**config.mk**
```make
export PLATFORM = sky130hd
export DESIGN_NAME = picobus_arbiter
export DESIGN_NICKNAME = d
export VERILOG_FILES = /design/src/rtl/picobus_arbiter.sv
export SDC_FILE = /design/constraint.sdc
export NUM_CORES = 1
export LEC_CHECK = 0
export CORE_MARGIN = 8
export CORE_UTILIZATION = 43
export CTS_CLUSTER_SIZE = 40
export DETAILED_ROUTE_END_ITERATION = 7
export PLACE_DENSITY = 0.84
export REMOVE_ABC_BUFFERS = 1
export SYNTH_ARGS = -nofsm -noshare
export SYNTH_HDL_FRONTEND = slang
export SYNTH_SLANG_ARGS = --single-unit
```
**constraint.sdc**
```tcl
create_clock -name clk -period 1.85 [get_ports clk]
set_input_delay 0.37 -clock clk [delete_from_list [all_inputs] [get_ports clk]]
set_output_delay 0.37 -clock clk [all_outputs]
set_load 0.1 [all_outputs]
```
**src/rtl/picobus_arbiter.sv**
```systemverilog
// ----------------------------------------------------------------------------
// picobus_arbiter
//   Shares the housekeeping port bus between two requesters: requester 0 (the
//   UART command bridge) and requester 1 (an autonomous agent such as a
//   register initialiser or status poller). Each granted request becomes one
//   well-formed bus cycle: IDLE (arbitrate/latch) -> SETUP (port_id settles)
//   -> STROBE (single strobe + ack). Read data is captured from in_port at the
//   end of SETUP, so it is valid in the ack cycle and held afterwards.
//
// Ports
//   clk, reset            system clock, synchronous active-high reset
//   reqN/weN/addrN/wdataN requester N request, direction (1=write), port, data
//   ackN                  one-cycle completion pulse to requester N
//   rdataN                requester N read data (valid at ackN, then held)
//   port_id/out_port      bus port select / write data (held between cycles)
//   write_strobe          one-cycle bus write pulse
//   read_strobe           one-cycle bus read pulse
//   in_port               bus read data, combinational function of port_id
//   busy                  high whenever the FSM is not in IDLE
// ----------------------------------------------------------------------------
module picobus_arbiter #(
    parameter bit ROUND_ROBIN = 1'b1
) (
    input  logic       clk,
    input  logic       reset,
    input  logic       req0,
    input  logic       we0,
    input  logic [7:0] addr0,
    input  logic [7:0] wdata0,
    output logic       ack0,
    output logic [7:0] rdata0,
    input  logic       req1,
    input  logic       we1,
    input  logic [7:0] addr1,
    input  logic [7:0] wdata1,
    output logic       ack1,
    output logic [7:0] rdata1,
    output logic [7:0] port_id,
    output logic [7:0] out_port,
    output logic       write_strobe,
    input  logic [7:0] in_port,
    output logic       read_strobe,
    output logic       busy
);

    localparam int unsigned ADDR_W = 8;
    localparam int unsigned DATA_W = 8;

    typedef enum logic [1:0] {
        IDLE   = 2'd0,
        SETUP  = 2'd1,
        STROBE = 2'd2
    } state_t;

    state_t              state_q, state_d;
    logic                grant_q, grant_d;
    logic                we_q, we_d;
    logic                last_grant_q, last_grant_d;
    logic [ADDR_W-1:0]   port_id_d;
    logic [DATA_W-1:0]   out_port_d;
    logic                write_strobe_d, read_strobe_d;
    logic                ack0_d, ack1_d;
    logic [DATA_W-1:0]   rdata0_d, rdata1_d;
    logic                busy_d;
    logic                winner_c;

    // Arbitration winner; only meaningful when at least one request is up.
    always_comb begin
        winner_c = 1'b0;
        if (req0 && req1) begin
            winner_c = ROUND_ROBIN ? ~last_grant_q : 1'b0;
        end else begin
            winner_c = req1;
        end
    end

    // Next-state and registered-output logic.
    always_comb begin
        state_d        = state_q;
        grant_d        = grant_q;
        we_d           = we_q;
        last_grant_d   = last_grant_q;
        port_id_d      = port_id;
        out_port_d     = out_port;
        rdata0_d       = rdata0;
        rdata1_d       = rdata1;
        write_strobe_d = 1'b0;
        read_strobe_d  = 1'b0;
        ack0_d         = 1'b0;
        ack1_d         = 1'b0;

        case (state_q)
            IDLE: begin
                if (req0 || req1) begin
                    grant_d    = winner_c;
                    port_id_d  = winner_c ? addr1  : addr0;
                    out_port_d = winner_c ? wdata1 : wdata0;
                    we_d       = winner_c ? we1    : we0;
                    state_d    = SETUP;
                end
            end
            SETUP: begin
                // in_port has had a full cycle to settle on the stable port_id.
                write_strobe_d = we_q;
                read_strobe_d  = ~we_q;
                if (grant_q) begin
                    ack1_d = 1'b1;
                    if (!we_q) begin
                        rdata1_d = in_port;
                    end
                end else begin
                    ack0_d = 1'b1;
                    if (!we_q) begin
                        rdata0_d = in_port;
                    end
                end
                state_d = STROBE;
            end
            STROBE: begin
                last_grant_d = grant_q;
                state_d      = IDLE;
            end
            default: begin
                state_d = IDLE;
            end
        endcase

        busy_d = (state_d != IDLE);
    end

    // State and output registers.
    always_ff @(posedge clk) begin
        if (reset) begin
            state_q      <= IDLE;
            grant_q      <= 1'b0;
            we_q         <= 1'b0;
            last_grant_q <= 1'b1;
            port_id      <= '0;
            out_port     <= '0;
            write_strobe <= 1'b0;
            read_strobe  <= 1'b0;
            ack0         <= 1'b0;
            ack1         <= 1'b0;
            rdata0       <= '0;
            rdata1       <= '0;
            busy         <= 1'b0;
        end else begin
            state_q      <= state_d;
            grant_q      <= grant_d;
            we_q         <= we_d;
            last_grant_q <= last_grant_d;
            port_id      <= port_id_d;
            out_port     <= out_port_d;
            write_strobe <= write_strobe_d;
            read_strobe  <= read_strobe_d;
            ack0         <= ack0_d;
            ack1         <= ack1_d;
            rdata0       <= rdata0_d;
            rdata1       <= rdata1_d;
            busy         <= busy_d;
        end
    end

endmodule
```
# Word level (Yosys, flattened, before mapping)
# Cells that the tools add are included.
[totals]
ff_bits = 42
inputBits = 46
wordCells = 35
output_inout_bits = 37
[classes]
eq_ne = 2
muxes = 8
reduce_logical = 8
bitwise = 4
[ops]
columns = ["op", "count"]
rows = [
  ["8-bit two-way mux", 2],
  ["3-bit AND reduction", 2],
  ["1-bit two-way mux", 4],
  ["1-bit NOT", 4],
  ["2-bit case mux with 2 select lines", 1],
  ["2-bit by 1-bit equality test with 1-bit output (second input constant)", 1],
  ["2-bit equality test (second input constant)", 1],
  ["2-bit logical NOT", 1],
  ["2-bit two-way mux", 1],
  ["2-bit AND reduction", 1],
  ["2-bit nonzero test", 1],
  ["2-bit OR reduction", 1],
  ["1-bit logical AND", 1],
  ["1-bit logical OR", 1],
]

# Logic depth before layout (Yosys ltp)
# Gate-level depths: netlist of the first run.
[logic_depth]
depth_word = 4
depth_mapped = 5
depth_no_buf = 3

# Worst setup path after synthesis of the first run
# No wires, ideal clock.
[synth_path]
kind = "reg2reg"
start = "register out_port[0] (netlist name)"
end = "register out_port[0]"
t_arrival_ps = 1277
setup_slack_ps = 484
setup_ps = 88
synth_period_minus_slack_ps = 1366
required_time_ps = 1762
stages_incl_launch_ff = 3
path_buffers = 0
path_cell_list = "dfxtp_1 -> a21oi_1 -> a311oi_2"
[synth_rtl]
columns = ["item", "line_no", "source"]
rows = [
  ["end signal, assigned", "153", "out_port <= out_port_d;"],
  ["end, declared", "39", "output logic [7:0] out_port,"],
]

# Final worst setup path of the first run
[layout_path]
start = "input req0"
end = "register port_id[6]"
[layout_between]
elab_chain_len = 3
word_cells_on_any_way = 5
classes_between = "2 x mux; 3 x reduce/logical"
[layout_lines]
columns = ["item", "line_no", "source"]
rows = [
  ["start, declared", "26", "input logic req0,"],
  ["1-bit logical AND", "70", "if (req0 && req1) begin"],
  ["1-bit two-way mux", "70", ""],
  ["8-bit two-way mux", "96", "port_id_d = winner_c ? addr1 : addr0;"],
  ["end signal, assigned", "152", "port_id <= port_id_d;"],
  ["end, declared", "38", "output logic [7:0] port_id,"],
]
# Several ways; a longest one is shown, not always the timed one.
# A chain may end at the register's enable or synchronous reset.

==> flow_metrics.tcl, run 1 <==
set metrics [dict create \
    status "finished, final reports clean" \
    die_y_um 79.6 \
    rows 23 \
    grt_overflow 0 \
    setup_violations 0 \
    synth-seq-cells 42 \
    p_clk_share_pct 20.9 \
    htreeDepth 2 \
    p_int_mw 1.63 \
    crit_arrival_ps 1660 \
    drtAntennaViolNets 0 \
    antenna_found_initial 0 \
    crit_buf_inv 2 \
    drc 0 \
    hold_buffers 0 \
    critPathLaunchType "input pin" \
    crit_slowest_cell "clkdlybuf4s50_1" \
    crit_cells 5 \
    cts_buffers 5 \
    cts-root-buf "clkbuf_8" \
    start_util_pct 44.1 \
    clk_latency_ps 290 \
    syn_area_per_cell_um2 9.25 \
    ys.flop_type "dfxtp_1" \
    synth_seq_area_share_pct 48.3 \
    tightest_slew_ps 521 \
    synth_cells 188 \
    holdPathStages 2 \
    clk_pin_slew_worst_paths_ps 70 \
    maxSlewViolCount 0 \
    io_pins 83 \
    core_um2 3940 \
    finClkSkew_ps 3.32 \
    cts_resized 0 \
    leakage_nw 1.15 \
    totalWireLength_um 4740 \
    post_drt_wl_per_cell_um 14.8 \
    critPathRequiredTime_ps 2050 \
    cap_violations 0 \
    tns_ps 0 \
    ys_types 23 \
    globalplace.congestion 0.768 \
    synth_top_area_share_pct 48.3 \
    final_layout_size_suffix_gt1_share_pct 25.1 \
    die_w_um 79.6 \
    hp-class "flip-flop to flip-flop" \
    vias 1638 \
    dieArea_um2 6340 \
    power_frac_seq_pct 40.0 \
    post_cts_buffers 0 \
    antenna_cells 0 \
    max_freq_mhz 683 \
    yosysMostFrequentCell "nand2_1" \
    power.density_nw_per_um2 873 \
    viasPerCell 5.10 \
    endpoint_kind "flip-flop" \
    synth-edff-count 0 \
    final_nets 317 \
    first_global_vias 1708 \
    yosys.area.top_type "dfxtp_1" \
    max_stage_delay_ps 460 \
    async_flop_share_pct 0 \
    switchingPower_mw 0.988 \
    synth_area_leaders "dfxtp_1, nand2_1, a311oi_2" \
    cts_tree "yes" \
    hold_viol 0 \
    share_comb_of_total_power_pct 39.2 \
    cts_sinks 42 \
    relSlewSlack_pct 65.1 \
    fillers 262 \
    grt_usage_pct 15.7 \
    crit_fanout 6 \
    first_pass_iters 4 \
    synthTopCellsByCount "nand2_1, dfxtp_1, a21oi_1" \
    critical_path_class "input pin to flip-flop" \
    worstPathCellList "clkdlybuf4s50_1 > or2_1 > and2_1 > buf_4 > a311oi_1" \
    finalCriticalPeriod_ps 1460 \
    yosys_warnings 0 \
    ir_drop_mv 0.499 \
    rsz0062_at_grt "false" \
    final_util_pct 75.9 \
    port_buffers 82 \
    drt_iter0_markers 136 \
    areaGrowthSynthToFinish_pct 72.2 \
    swShare_pct 37.8 \
    clockBufferDepth 2 \
    grt_max_degree 22 \
    reg2regPathDepth 3 \
    grt_first_pass_wirelength_um 8020 \
    hpwlAfterDp_um 3820 \
    crit_family "buffers and inverters" \
    syn_area_um2 1740 \
    period_share_pct 79.1 \
]
stage by stage:
step                area, um2  power, mW  setup WS [ps]  std cells  hold WS [ps]
finish                   2990       2.62            386        321           491
global route             2990       2.73            321        321           519
CTS                      2990       2.63            389        321           497
detailed placement       2920       2.10           88.2        314           460
global placement         2920       2.08            128        314           445
floorplan                1640       1.64           -102        173           438
worst reg2reg max path, cell delays in order, from the launching register on:
cell and delay, ps:
dfxtp_1 390, or4b_1 700, nand2_1 140, a21oi_1 70
worst paths after layout:
kind                                              from                      end  slack [ps]
worst max-delay path                              req0  port_id[6]$_SDFFE_PP0P_         390
worst max register to register    grant_q$_SDFFE_PP0P_   rdata0[6]$_SDFFE_PP0P_         450
worst min-delay path            rdata0[1]$_SDFFE_PP0P_   rdata0[1]$_SDFFE_PP0P_         490
worst min register to register  rdata0[1]$_SDFFE_PP0P_   rdata0[1]$_SDFFE_PP0P_         490
cell usage in the layout (no fill, tap or decap), types with 2 or more instances in the layout:
cell type	instances
mux2i_1	8
clkdlybuf4s50_1	45
buf_4	13
clkbuf_8	5
dfxtp_1	42
and2_1	3
buf_12	33
a21bo_2	2
nand2_1	52
nor2b_1	2
nor2_1	11
a311oi_1	7
clkinv_2	2
a21oi_1	27
a311oi_2	10
nor3_1	2
power groups by stage:
stage | combinational, mW | sequential (mW) | clock, mW
6_report | 1.02 | 1.04 | 0.546
2_1_floorplan | 0.181 | 1.46 | 0
3_3_place_gp | 1.02 | 1.06 | 0
4_1_cts | 1.03 | 1.05 | 0.556
5_1_grt | 1.07 | 1.05 | 0.607
3_5_place_dp | 1.03 | 1.07 | 0
flip-flops by register name (all words and copies together) (netlist names), 2 cells and up:
| register | flops |
|---|---|
| out_port | 8 |
| port_id | 8 |
| rdata0 | 8 |
| rdata1 | 8 |
| state_q | 2 |
kinds of logic after synthesis:
logic type             synth area share, %
AO/OA/AOI/OAI                         22.2
buffers and inverters                 5.47
AND/OR/NAND/NOR                       19.4
flip-flops                            48.3
multiplexers                          4.60
layer usage:
layer  part of all wire [%]  routed length [um]  vias to the layer above  track usage [%]
met4                    1.4                  65                        0             4.07
met3                     11                 523                        5             8.45
met1                     40                1890                      750             17.8
li1                       -                   -                      818                -
met2                     48                2270                       65             25.2
met5                      0                   0                        -                0
final cells by class:
type	instances	area (um2)	area share, %
repair buffers	91	1210	40.4
flip-flops and latches	42	841	28.1
multi-input cells	131	803	26.8
clock buffers	5	68.8	2.30
well taps	50	62.6	2.09
clock inverters	2	10.0	0.334
No activity file was read; power rests on OpenSTA's default activity.
==> run 2: changes to the inputs <==
- CORE_UTILIZATION: 43 -> 40
- PLACE_DENSITY: 0.84 -> 0.79
- clock period: 1.85 -> 1.45 ns (I/O delays scaled with it)
==> run 2 against run 1 <==
Effect of this change:
- clock skew increased by 5.2 ps
- combinational power increased by 34%
- register-to-register slack got worse by 360 ps
==> flow_metrics.tcl, run 2 (synthesis gave the netlist of run 1 again) <==
set metrics [dict create \
    hp-start "reset" \
    post-place-ws_ps -275 \
    critPathLaunch "req0" \
    final_nets 319 \
    critical_path_class "input pin to flip-flop" \
    setup_violations 0 \
    p_clk_share_pct 21.7 \
    clk_latency_ps 290 \
    hold_viol 0 \
    post_drt_wl_per_cell_um 15.8 \
    dieArea_um2 6710 \
    start_util_pct 40.8 \
    globalplace.congestion 0.751 \
    first_global_vias 1799 \
    clk_pin_slew_worst_paths_ps 80 \
    ir_drop_mv 0.768 \
    switchingPower_mw 1.28 \
    antenna_found_initial 0 \
    totalWireLength_um 5150 \
    vias 1675 \
    worstPathCellList "clkdlybuf4s50_1 > or2_1 > and2_1 > buf_12 > a311oi_1" \
    grt_max_degree 24 \
    cts_tree "yes" \
    maxSlewViolCount 0 \
    finClkSkew_ps 8.52 \
    tightest_slew_ps 305 \
    port_buffers 82 \
    die_y_um 81.9 \
    critPathLaunchType "input pin" \
    hpwlAfterDp_um 3980 \
    drt_iter0_markers 62 \
    finalCriticalPeriod_ps 1410 \
    relSlewSlack_pct 79.6 \
    final_layout_size_suffix_gt1_share_pct 26.3 \
    leakage_nw 1.19 \
    clockBufferDepth 2 \
    cts-root-buf "clkbuf_8" \
    power_frac_seq_pct 38.7 \
    p_int_mw 2.17 \
    antenna_cells 0 \
    final_cell_mix "nand2_1, clkdlybuf4s50_1, dfxtp_1, buf_12, a21oi_1" \
    final_cells 326 \
    rows 24 \
    max_freq_mhz 708 \
    r2r-start "grant_q$_SDFFE_PP0P_" \
    max_stage_delay_ps 450 \
    areaGrowthSynthToFinish_pct 79.7 \
    drtAntennaViolNets 0 \
    viasPerCell 5.14 \
    cts_sinks 42 \
    setup_slack_ps 36.7 \
    htreeDepth 2 \
    status "finished, final reports clean" \
    crit_fanout 17 \
    io_pins 83 \
    layout_commonest_cell "nand2_1" \
    cap_violations 0 \
    die_w_um 81.9 \
    core_um2 4260 \
    period_share_pct 97.5 \
    drc 0 \
    reg2regPathDepth 3 \
    share_comb_of_total_power_pct 39.6 \
    hold_buffers 0 \
    crit_arrival_ps 1600 \
    critPathRequiredTime_ps 1640 \
    crit_slowest_cell "clkdlybuf4s50_1" \
    post-place-cells 317 \
    swShare_pct 37.1 \
    power.density_nw_per_um2 1110 \
    endpoint_kind "flip-flop" \
    grt_first_pass_wirelength_um 8510 \
    first_pass_iters 4 \
    holdPathStages 2 \
    hp-class "input pin to flip-flop" \
    grt_overflow 0 \
    cts_buffers 5 \
    grt_usage_pct 16.3 \
]
## run 2: cell types whose count changed in the layout (fill, tap and decap cells not counted)
cell	delta
clkdlybuf4s50_1	-1
clkbuf_1	+1
buf_12	+8
buf_4	-6
clkbuf_8	+1
a311oi_2	+1
clkinv_2	-1
buf_2	+1
a311oi_1	-1
## run 2: worst max-delay path: cells and delay by family
family,cells,cell delay [ps]
compound gates,1,270
simple gates,2,430
buf+inv,2,610
## run 2: layout make-up
| type | count | area, um2 |
|---|---|---|
| repair buffers | 93 | 1320 |
| fillers | 298 | 1140 |
| flip-flops and latches | 42 | 841 |
| multi-input cells | 131 | 810 |
| clock buffers | 7 | 86.3 |
| well taps | 52 | 65.1 |
| clock inverters | 1 | 5.00 |
## run 2: metal layers
layer	part of all wire, %	vias up	wire length (um)	GRT usage (%)
met4	2.0	0	104	5.96
met3	13	13	691	9.19
met1	40	752	2050	18.1
met5	0	-	0	0
met2	45	84	2310	25.6
li1	-	826	-	-
## run 2: final timing paths
check	endpoint	slack, ps
worst min-delay path	state_q[0]$_SDFF_PP0_	370
worst min register to register	rdata0[4]$_SDFFE_PP0P_	490
worst max-delay path	port_id[4]$_SDFFE_PP0P_	40
worst max register to register	rdata0[3]$_SDFFE_PP0P_	90
## run 2: power by group through the flow
| stage | logic (mW) | clock network [mW] | registers [mW] |
|---|---|---|---|
| 2_1_floorplan | 0.230 | 0 | 1.86 |
| 3_3_place_gp | 1.34 | 0 | 1.36 |
| 3_5_place_dp | 1.36 | 0 | 1.36 |
| 4_1_cts | 1.37 | 0.772 | 1.33 |
| 5_1_grt | 1.43 | 0.821 | 1.35 |
| 6_report | 1.37 | 0.751 | 1.34 |
## run 2: timing repair
| action | 4_1_cts | 5_1_grt |
|---|---|---|
| buffers inserted | 0 | 1 |
| resized for setup | 0 | 1 |
| endpoints found under the setup margin | 0 | 5 |
## run 2: metrics by stage
step                      cell area [um2]  TNS (ps)  hold slack [ps]  util, %  power [mW]
after floorplan                      1640     -8420              358        -        2.09
after global placement               3020     -2490              481     70.8        2.70
after detailed placement             3020     -3510              485     70.8        2.72
after CTS                            3110         0              362     73.0        3.47
after global routing                 3130     -26.0              372     73.3        3.60
final                                3130         0              368     73.3        3.45
